## config.mk

```make
export PLATFORM = sky130hd
export DESIGN_NAME = alu_mc
export DESIGN_NICKNAME = d
export VERILOG_FILES = /design/src/rtl/alu_pkg.sv /design/src/rtl/alu_mul_iter.sv /design/src/rtl/alu_mc.sv
export SDC_FILE = /design/constraint.sdc
export NUM_CORES = 1
export LEC_CHECK = 0
export ABC_AREA = 1
export ABC_CLOCK_PERIOD_IN_PS = 4500
export BUFFER_PORTS_ARGS = -buffer_cell sky130_fd_sc_hd__buf_4
export CORE_MARGIN = 2
export CORE_UTILIZATION = 49
export CTS_BUF_LIST = sky130_fd_sc_hd__clkbuf_8 sky130_fd_sc_hd__clkbuf_16
export DETAILED_ROUTE_END_ITERATION = 6
export PLACE_DENSITY = 0.72
export SYNTH_ARGS = -nofsm -noshare
export SYNTH_HDL_FRONTEND = slang
export SYNTH_SLANG_ARGS = --single-unit
```

## constraint.sdc

```tcl
create_clock -name clk -period 4.5 [get_ports clk]
set_input_delay 0 -clock clk [delete_from_list [all_inputs] [get_ports clk]]
set_output_delay 0 -clock clk [all_outputs]
set_load 0.01 [all_outputs]
```

## src/rtl/alu_pkg.sv

```systemverilog
// Shared types for the multi-cycle ALU: opcodes, flag bit positions
// within ALUFlags {N,Z,C,V}, and the controller state encoding.
package alu_pkg;

  typedef enum logic [2:0] {
    OP_ADD = 3'b000,
    OP_SUB = 3'b001,
    OP_AND = 3'b010,
    OP_ORR = 3'b011,
    OP_EOR = 3'b100,
    OP_LSL = 3'b101,
    OP_LSR = 3'b110,
    OP_MUL = 3'b111
  } alu_op_t;

  localparam int FLAG_N = 3;
  localparam int FLAG_Z = 2;
  localparam int FLAG_C = 1;
  localparam int FLAG_V = 0;

  typedef enum logic {
    ST_IDLE,
    ST_MULBUSY
  } alu_state_t;

endpackage

```

## src/rtl/alu_mul_iter.sv

```systemverilog
// Iterative shift-add multiplier, one partial product per cycle.
// Ports: clk, reset, start, a, b in; busy, done (pulse), product out.
module alu_mul_iter
  import alu_pkg::*;
#(
  parameter int WIDTH = 32
) (
  input  logic             clk,
  input  logic             reset,
  input  logic             start,
  input  logic [WIDTH-1:0] a,
  input  logic [WIDTH-1:0] b,
  output logic             busy,
  output logic             done,
  output logic [WIDTH-1:0] product
);

  localparam int CW = $clog2(WIDTH) + 1;

  logic [WIDTH-1:0] ma;
  logic [WIDTH-1:0] mb;
  logic [CW-1:0]    cnt;

  // Loaded on start; then exactly WIDTH add/shift steps. done is
  // raised on the edge that applies the final step.
  always_ff @(posedge clk) begin
    if (reset) begin
      busy    <= 1'b0;
      done    <= 1'b0;
      product <= '0;
      ma      <= '0;
      mb      <= '0;
      cnt     <= '0;
    end else begin
      done <= 1'b0;
      if (start && !busy) begin
        product <= '0;
        ma      <= a;
        mb      <= b;
        cnt     <= CW'(WIDTH);
        busy    <= 1'b1;
      end else if (busy) begin
        if (mb[0])
          product <= product + ma;
        ma  <= ma << 1;
        mb  <= mb >> 1;
        cnt <= cnt - CW'(1);
        if (cnt == CW'(1)) begin
          busy <= 1'b0;
          done <= 1'b1;
        end
      end
    end
  end

endmodule

```

## src/rtl/alu_mc.sv

```systemverilog
// Multi-cycle ALU: single-cycle ops pipelined one deep, MUL iterative.
// Ports: Start/InReady request, ALUControl/SrcA/SrcB in; ALUResult, ALUFlags, Done out.
module alu_mc
  import alu_pkg::*;
#(
  parameter int WIDTH = 32
) (
  input  logic             clk,
  input  logic             reset,
  input  logic             Start,
  output logic             InReady,
  input  logic [2:0]       ALUControl,
  input  logic [WIDTH-1:0] SrcA,
  input  logic [WIDTH-1:0] SrcB,
  output logic [WIDTH-1:0] ALUResult,
  output logic [3:0]       ALUFlags,
  output logic             Done
);

  localparam int SW = $clog2(WIDTH);
  localparam int MSB = WIDTH - 1;

  alu_state_t       state;
  alu_op_t          op_in;
  alu_op_t          op_q;
  logic [WIDTH-1:0] a_q;
  logic [WIDTH-1:0] b_q;
  logic             pend;

  logic             mul_start;
  logic             mul_busy;
  logic             mul_done;
  logic [WIDTH-1:0] mul_prod;

  logic [WIDTH-1:0] res;
  logic             c;
  logic             v;
  logic [WIDTH-1:0] bx;
  logic [SW-1:0]    sh;
  logic [3:0]       flags;

  assign op_in = alu_op_t'(ALUControl);

  assign mul_start = Start && (state == ST_IDLE)
                   && !mul_busy && (op_in == OP_MUL);

  alu_mul_iter #(
    .WIDTH (WIDTH)
  ) u_mul (
    .clk     (clk),
    .reset   (reset),
    .start   (mul_start),
    .a       (SrcA),
    .b       (SrcB),
    .busy    (mul_busy),
    .done    (mul_done),
    .product (mul_prod)
  );

  // Result of the captured single-cycle op. Extra bit on the
  // shifters catches the last bit shifted out (0 for amount 0).
  always_comb begin
    res = '0;
    c   = 1'b0;
    v   = 1'b0;
    bx  = (op_q == OP_SUB) ? ~b_q : b_q;
    sh  = b_q[SW-1:0];
    unique case (op_q)
      OP_ADD,
      OP_SUB: begin
        {c, res} = {1'b0, a_q} + {1'b0, bx}
                 + (WIDTH+1)'(op_q == OP_SUB);
        v = (a_q[MSB] == bx[MSB]) && (res[MSB] != a_q[MSB]);
      end
      OP_AND: res = a_q & b_q;
      OP_ORR: res = a_q | b_q;
      OP_EOR: res = a_q ^ b_q;
      OP_LSL: {c, res} = {1'b0, a_q} << sh;
      OP_LSR: {res, c} = {a_q, 1'b0} >> sh;
      OP_MUL: res = '0;
    endcase
    flags         = '0;
    flags[FLAG_N] = res[MSB];
    flags[FLAG_Z] = (res == '0);
    flags[FLAG_C] = c;
    flags[FLAG_V] = v;
  end

  always_ff @(posedge clk) begin
    if (reset) begin
      state     <= ST_IDLE;
      InReady   <= 1'b1;
      ALUResult <= '0;
      ALUFlags  <= '0;
      Done      <= 1'b0;
      pend      <= 1'b0;
      op_q      <= OP_ADD;
      a_q       <= '0;
      b_q       <= '0;
    end else begin
      Done <= 1'b0;
      pend <= 1'b0;
      if (pend) begin
        ALUResult <= res;
        ALUFlags  <= flags;
        Done      <= 1'b1;
      end
      unique case (state)
        ST_IDLE: begin
          if (Start) begin
            op_q <= op_in;
            a_q  <= SrcA;
            b_q  <= SrcB;
            if (op_in == OP_MUL) begin
              state   <= ST_MULBUSY;
              InReady <= 1'b0;
            end else begin
              pend <= 1'b1;
            end
          end
        end
        ST_MULBUSY: begin
          if (mul_done) begin
            ALUResult <= mul_prod;
            ALUFlags  <= {mul_prod[MSB],
                          mul_prod == '0, 2'b00};
            Done      <= 1'b1;
            state     <= ST_IDLE;
            InReady   <= 1'b1;
          end
        end
      endcase
    end
  end

endmodule

```

==> results.ini <==
[worst_setup_path]
cp_slowest_cell = ha_1
arrival_ns = 4.23
crit_path_end_kind = flop
reg2reg_from = op_q[2]
crit_path_max_fanout = 10
cp.required_ns = 4.96
criticalPathCategory = flop to flop
path_delay_family = simple AND/OR/NAND/NOR gates
cp-start-kind = flop
crit_chain = nor2_2 -> nand2_1 -> buf_4 -> xor2_1 -> ha_1 -> nand2_1 -> inv_1 -> nand2_1 -> nand2_1 -> a21oi_1 -> nand2_1 -> nand2_1 -> a21oi_1 -> nor2_1 -> nand2_1 -> nor2_1 -> nand3_1 -> nor2_1 -> nand4_1 -> a21oi_1
rr_endpoint = ALUFlags[2]
path_buf_inv = 2
cp_slowest_stage_delay_ns = 0.37
cp_common_cell = nand2_1
r2r_setup_slack_ns = 0.73
reg2reg_depth = 20

[synthesis]
synth_most_common_cell = nand2_1
syn_nets = 3053
synth_area_leaders = dfxtp_1 (24%), nand2_1 (16%), nand3_1 (12%)
syn_inst = 2850
synth_commonest_cells = nand2_1 (745), nand3_1 (409), inv_1 (313)
ys_seq_area_frac = 0.241
yosys.area.top_type_share = 0.241
synth-seq-cells = 211
synth_edf_count = 0
synth.avg_cell_area_um2 = 6.16
synthFlopType = dfxtp_1
ys_types = 52
yosysWarnings = 0
syn_area_mm2 = 0.0175
ys_async_sr_fraction = 0
yosys.area.top_type = dfxtp_1

[timing]
setup_slack_ns = 0.731
fin_skew_ns = 0.0206
hold_slack_ns = 0.0860
max_slew_margin = 0.356
final_max_slew_viol_count = 0
max_freq_ghz = 0.265
post-route-period-util = 0.837
rsz0062_at_grt = false
setup_viol = 0
tns_ns = 0
min_period_ns = 3.77
finalHoldViolations = 0
tightest_slew_ns = 0.964

[outcome]
violations = design-rule violations
outcome = finished, violations left

[clock_tree]
root_buffer = clkbuf_16
cts_sinks = 211
post_cts.repair.setup_buffers = 0
clock_path_buffers = 3
cts_buffers = 24
cts_htree_levels = 1
path_clk_slew_ns = 0.06
cts_tree = yes
worstSkewPairLatency_ns = 0.53

[global_routing]
grt_usage = 0.418
grt_overflow = 0
grt_pass1_vias = 19500
grt_max_degree = 81
grt_pass1_wl_mm = 120
antenna_found_initial = 3

[power]
leakage_nw = 9.53
p_per_area_mw_per_mm2 = 297
ir_drop_v = 0.000372

[detailed_routing]
first_pass_iters = 7
vias = 21200
drcViolationCount = 1
drtIter0Drc = 2880
viasPerCell = 6.19
ant_nets = 0
detail_route.wl_per_cell_um = 23.9
drt_wl_total_mm = 81.7

[die]
core_area_mm2 = 0.0354
initial_core_util = 0.496
die_y_um = 193
die_width_um = 193
io_pins = 108
row_count = 69
die-area_mm2 = 0.0373

[final_layout]
nets = 3148
stdcell_count = 3421
drive_gt1_frac = 0.0751
area_delta_synth_final_pct = 14.2
n_fill_cell = 3432

[min_path]
hold_class = primary input to flop
hold_path_depth = 3
worstHoldStart = Start
hold_end = state

[placement]
place.port_buffers = 107
dp_slack_ns = 0.892
placed_cells = 3312
gp_congestion = 1.06
hpwl_mm = 62.0

[flow_run]
max_cap_violations = 0

per-layer routing:
metal	track usage	wire, um	part of all wire	up-vias
li1	-	-	-	9713
met1	0.552	32100	0.39	9754
met2	0.619	33400	0.41	1440
met3	0.0962	10400	0.13	276
met4	0.255	5780	0.071	4
met5	0	27	0.00033	-
kinds of logic after synthesis:
| family | after synthesis | share of synthesized area |
|---|---|---|
| compound gates | 530 | 0.174 |
| xor+xnor | 60 | 0.0300 |
| fa+ha+maj | 133 | 0.0957 |
| buf+inv | 468 | 0.107 |
| flops | 211 | 0.241 |
| mux | 1 | 0.000571 |
| simple gates | 1447 | 0.352 |
tightest hold or removal path: cells and delay by family:
kind | cells | cell delay (ns)
compound gates | 1 | 0.11
buf+inv | 1 | 0.14
simple gates | 1 | 0.32
worst max path at each step:
stage               slack, ns  startpoint  cells past startpoint           to
floorplan                1.23     op_q[2]                     20  ALUFlags[2]
global placement         0.91     op_q[2]                     19  ALUFlags[2]
detailed placement       0.89     op_q[2]                     20  ALUFlags[2]
CTS                      0.89     op_q[2]                     20  ALUFlags[2]
global route             0.57     op_q[2]                     20  ALUFlags[2]
finish                   0.73     op_q[2]                     20  ALUFlags[2]
timing repair:
| action | CTS | global route |
|---|---|---|
| hold buffers | 68 | 0 |
| resized for setup | 0 | 0 |
| hold endpoints to repair | 137 | 0 |
stage by stage:
stage / utilization / power (mW) / instance area, um^2
after floorplan: - / 3.24 / 17500
after global placement: 0.525 / 3.92 / 18600
after detailed placement: 0.525 / 3.93 / 18600
after CTS: 0.566 / 5.87 / 20000
after global routing: 0.566 / 6.16 / 20000
final: 0.566 / 5.96 / 20000
state kept, by name (all words and copies together) (netlist names), 3 cells and up:
signal and count:
ALUFlags 4, ALUResult 32, a_q 32, b_q 32, op_q 3, u_mul.cnt 6
u_mul.ma 32, u_mul.mb 32, u_mul.product 32
area by class of cell:
class	count	area, um^2	share of cell area
Antenna cell	2	5.00	0.000250
Clock buffer	29	681	0.0340
Clock inverter	10	81.3	0.00406
Inverter	328	1230	0.0616
Multi-Input combinational cell	2171	11500	0.572
Sequential cell	211	4230	0.211
Tap cell	461	577	0.0288
Timing Repair Buffer	209	1760	0.0880
power breakdown:
| part | switching [mW] | internal, mW |
|---|---|---|
| clock | 0.803 | 1.12 |
| sequential | 0.148 | 1.96 |
| combinational | 1.32 | 0.604 |
cell usage in the layout (no fill, tap or decap), drive strengths merged, types with 2 or more instances in the layout:
cell type,netlist,final
nand3b,4,4
nand4,29,29
a31oi,64,64
xnor2,8,8
dfxtp,211,211
or2,4,4
o21bai,6,6
diode,0,2
o221ai,19,19
dlygate4sd3,0,68
nor3,19,19
a41oi,2,2
xor2,52,52
fa,2,2
clkbuf,81,29
ha,131,131
nand2,756,756
a221oi,8,8
o21ai,161,161
o211a,4,4
o211ai,32,32
inv,324,327
buf,59,141
nor4,10,10
o21a,8,8
nor2,198,198
a21boi,2,2
o2111ai,3,3
a21oi,205,205
nand3,411,411
clkinv,4,9
a21o,5,5
a211oi,2,2
a22oi,5,5
and3,3,3
nor3b,2,2
and2,11,11
No activity file was read; power rests on OpenSTA's default activity.
